--- src/rtl/prbs_err_ctr.sv ---
// Saturating error counter with synchronous clear (clear wins).
// PRBS_CHK_BITERR_EN: add popcount(diff) per hit instead of 1.
module prbs_err_ctr #(
  parameter int DW = 6,
  parameter int CW = 16
) (
  input  logic          clk,
  input  logic          rst_n,
  input  logic          clr,
  input  logic          inc,
  input  logic [DW-1:0] diff,
  output logic [CW-1:0] cnt
);

  localparam int AW = $clog2(DW + 1);
  localparam int SW = CW + 1;

  logic [AW-1:0] amt;
  logic [SW-1:0] sum;

`ifdef PRBS_CHK_BITERR_EN
  always_comb begin
    amt = '0;
    for (int i = 0; i < DW; i++) begin
      amt = amt + AW'(diff[i]);
    end
  end
`else
  logic unused_diff;
  assign unused_diff = ^diff;
  assign amt = AW'(1);
`endif

  // One spare MSB catches the wrap for saturation.
  assign sum = {1'b0, cnt} + SW'(amt);

  always_ff @(posedge clk or negedge rst_n) begin
    if (!rst_n) begin
      cnt <= '0;
    end else if (clr) begin
      cnt <= '0;
    end else if (inc) begin
      cnt <= sum[CW] ? '1 : sum[CW-1:0];
    end
  end

endmodule

--- config.mk ---
export PLATFORM = sky130hd
export DESIGN_NAME = prbs_err_ctr
export DESIGN_NICKNAME = d
export VERILOG_FILES = /design/src/rtl/prbs_err_ctr.sv
export SDC_FILE = /design/constraint.sdc
export NUM_CORES = 1
export LEC_CHECK = 0
export ABC_AREA = 1
export BUFFER_PORTS_ARGS = -buffer_cell sky130_fd_sc_hd__buf_4
export CAP_MARGIN = 30
export CORE_MARGIN = 1.5
export CORE_UTILIZATION = 52
export DETAILED_ROUTE_END_ITERATION = 7
export GPL_TIMING_DRIVEN = 0
export PLACE_DENSITY = 0.76
export SLEW_MARGIN = 20
export SYNTH_ARGS = -nofsm -noshare
export SYNTH_HDL_FRONTEND = slang
export SYNTH_SLANG_ARGS = --single-unit
--- constraint.sdc ---
create_clock -name clk -period 1.45 [get_ports clk]
set_input_delay 0.3625 -clock clk [delete_from_list [all_inputs] [get_ports clk]]
set_output_delay 0.3625 -clock clk [all_outputs]
set_load 0.005 [all_outputs]
# == After elaboration in Yosys (flattened, before gate mapping) ==
# Cells that the tools add are included.
# totals
regBits,16
in_bits,10
out_inout_bits,16
wordCells,6
# op_classes
add_sub_neg,1
n_mux,3
n_reduce_logical,1
# op_table
operator,n
2-to-1 mux 16 bit,3
adder 16 x 1 -> 17 bit (second input constant),1
nonzero test 2 bit,1

# == Depth between registers and ports, before layout ==
# depth
word_depth,4
ltp_mapped,9
mapped_depth_nobuf,9

# == Least setup slack after synthesis ==
# Ideal clock, no wire load.
# synth_timing
path_kind,register to register
startpoint,register cnt[1]
endpoint,register cnt[6]
setup_ps,121
arrival_time_ps,1183
required_time_ps,1329
slack_ps,146
path_stages_with_launch,8
n_path_buf,0
synth_period_minus_slack_ps,1304
path_cell_list,dfrtp_1 -> ha_1 -> nand3_2 -> nor2_1 -> xor2_1 -> nand2_1 -> nand2_1 -> o21ai_1
# synth_between
elab_chain_cells,4
# synth_rtl
item,line_no,rtl
start: declaration,12,output logic [CW-1:0] cnt
start signal: assignment,43,cnt <= sum[CW] ? '1 : sum[CW-1:0];
adder 16 x 1 -> 17 bit,35,"assign sum = {1'b0, cnt} + SW'(amt);"
2-to-1 mux 16 bit,43,
2-to-1 mux 16 bit,42,end else if (inc) begin
2-to-1 mux 16 bit,40,end else if (clr) begin
# Every way passes these cells. The select of a mux whose other input is x is not followed.
# A chain may end at the register's enable or synchronous reset.

# == Final worst setup path ==
# layout_timing
startpoint,register cnt[0]
endpoint,register cnt[12]
# Same word-level chain as after synthesis.

==> impl_metrics.ini <==
[status]
outcome = finished clean

[synth]
synth_cell_types = 18
synth_compound_area_share_pct = 7.503
yosysSeqAreaShare_pct = 37.51
synth_top_family_by_area = simple AND/OR/NAND/NOR gates
synth_mux_area_share_pct = 0
ys_ff_latch = 16
avgSynthCellArea_um2 = 6.976
synthCells = 153
syn_area_um2 = 1067
syn_nets = 164
synth_warnings = 0
yosys.area_share.simple_pct = 40.21
synth_fa_ha_area_share_pct = 1.172
synthXorXnorAreaFrac_pct = 5.744

[critical_path]
crit_top_cell = nand3_1
ff2ff_setup_slack_ns = 0.02
start_kind = flip-flop
worstPathRequired_ns = 1.64
cp_max_fo = 6
path_class = reg2reg
setup.worst_path.end_class = flip-flop
crit_chain = ha_4 > nand3_4 > inv_2 > nand2_4 > nor2_4 > nand3_1 > nand3_1 > o21ai_0
slowest_delay_ns = 0.43
cp_slowest_cell = dfrtp_2
arrival_ns = 1.62

[power]
max-vdd-ir-drop_uv = 639.6
pwr-share-clk_pct = 35.5
p_seq_share_pct = 53.3
p_sw_w = 0.0002315
power.share.combinational_pct = 11.2
p_leak_nw = 0.7030
intPower_w = 0.0006565
power_density_nw_per_um2 = 644.6
switching_share_pct = 26.07

[sta]
fmax_mhz = 697.5
hold_ws_ns = 0.4062
fin_setup_tns_ns = 0
worst_pin_slew_ns = 0.5304
report.final.slew_viol_count = 0
finalSetupViolCount = 0
maxSlewHeadroom_pct = 64.64
hold_viol = 0
timing.final.crit_share_pct = 98.88
final.min_clock_period_ns = 1.434
fin_skew_ns = 0.002020
rsz0062_at_grt = yes

[die]
ios = 26
die_area_um2 = 2333
dieWidth_um = 48.31
die_h_um = 48.31
placeableCoreArea_um2 = 1942
num_rows = 16
start_util_pct = 54.96

[layout]
mostFrequentLayoutCells = nand2_1, buf_4, inv_1, nand3_1, dfrtp_1
area_delta_synth_final_pct = 29.07
nets = 194
final_common_cell = nand2_1
reg_top3 = cnt x16
largest_reg_flops = 16
drive_above_1_share_pct = 26.92
regMostFlops = cnt
insertedDiodeCount = 0
utilization_pct = 70.94

[worst_hold_path]
hold_class = in2reg

[routing]
drtAntennaViolNets = 0
first_iter_violations = 19
wl_per_cell_um = 12.93
vias = 1069
drtPass1Iterations = 4
drt-total-wl_mm = 2.702
dr_wl_met2_mm = 1.359
top_layer_used = met4
drc = 0
dr_wl_met3_um = 81
via_per_inst = 5.115
m1WireLength_mm = 1.198

[placement]
port-buffer-count = 19
place.gp.congestion = 0.8222
dpl.hpwl_mm = 1.763

[cts]
clockBufferDepth = 2
cts_buffers = 3
cts.clk_slew.worst_paths_ns = 0.10
cts_root_buf = clkbuf_4
cts_tree = yes
clock-sinks = 16
clock_latency_ns = 0.31
htreeDepth = 1

[global_route]
grt_usage_pct = 24.75
grt_pass1_wl_mm = 4.450
grt_start_max_net_pins = 17
antenna_found_initial = 0
grt_pass1_vias = 984
grt.overflow.total = 0

[job]
max_cap_violations = 0
## synth_stat cells
library cell / number / share of area (%)
buf_2: 1 / 0.47
nand3_2: 2 / 1.9
nand3_1: 14 / 6.6
ha_1: 1 / 1.2
nand2_2: 1 / 0.59
dfrtp_1: 16 / 38
inv_1: 19 / 6.7
clkbuf_1: 1 / 0.35
inv_2: 1 / 0.35
nor2_2: 2 / 1.2
xor2_1: 7 / 5.7
nor2_4: 4 / 4.2
o21ai_1: 3 / 1.4
nand4_1: 2 / 1.2
nor2_1: 11 / 3.9
nand2_1: 53 / 19
nand2_4: 2 / 2.1
o21ai_0: 13 / 6.1
## metrics by stage
stage,worst slack (ns),total power (W),instance area [um2],std cells
6_report,0.01627,0.0008880,1378,209
3_3_place_gp,0.02421,0.0005506,1244,199
2_1_floorplan,0.1459,0.0005087,1067,153
3_5_place_dp,0.02604,0.0005527,1244,199
4_1_cts,0.005828,0.0008766,1297,205
5_1_grt,-0.05650,0.0009362,1378,209
## power by group through the flow
stage               Clock [W]  Combinational (W)  Sequential [W]
floorplan                   0          0.0000308        0.000478
global placement            0          0.0000726        0.000478
detailed placement          0          0.0000735        0.000479
CTS                  0.000323          0.0000864        0.000467
global route         0.000348           0.000113        0.000475
finish               0.000315          0.0000993        0.000473
## cells by family (layout without fill, tap and decap cells)
group | after synthesis | count (layout)
buffers and inverters | 22 | 50
XOR/XNOR | 7 | 7
flip-flops | 16 | 16
adder cells (fa/ha/maj) | 1 | 1
AND/OR/NAND/NOR | 91 | 92
AO/OA/AOI/OAI | 16 | 16
## cell type report
class,instances,area (um2)
inverters,20,75.07
well taps,27,33.78
plain buffers,2,8.758
clock buffers,4,36.28
multi-input cells,116,636.9
fillers,152,564.3
flip-flops and latches,16,404.1
repair buffers,24,182.7
## timing repair
item	4_1_cts	5_1_grt
resized for setup	0	14
hold buffers	1	0
gates cloned	0	1
pin swaps	0	3
setup buffers	1	3
endpoints found under the setup margin	2	16
hold endpoints to repair	16	0
## layer usage
metal	vias up	GRT usage, %
met5	-	0
met4	0	10.48
met3	7	4.630
met2	25	41.20
met1	497	31.72
li1	540	-
## worst paths after layout
check	cells past startpoint	end	from
max	8	cnt[12]	cnt[0]
min	4	cnt[5]	clr
max reg2reg	8	cnt[12]	cnt[0]
min reg2reg	2	cnt[11]	cnt[11]
max in group asynchronous	2	cnt[0]	rst_n
min in group asynchronous	2	cnt[6]	rst_n
## worst max-delay path: cells and delay by family (launching register included)
kind | cells | cell delay (ns)
simple gates | 5 | 0.55
flops | 1 | 0.43
fa+ha+maj | 1 | 0.16
buf+inv | 1 | 0.09
compound gates | 1 | 0.09
No activity file was read; power rests on OpenSTA's default activity.
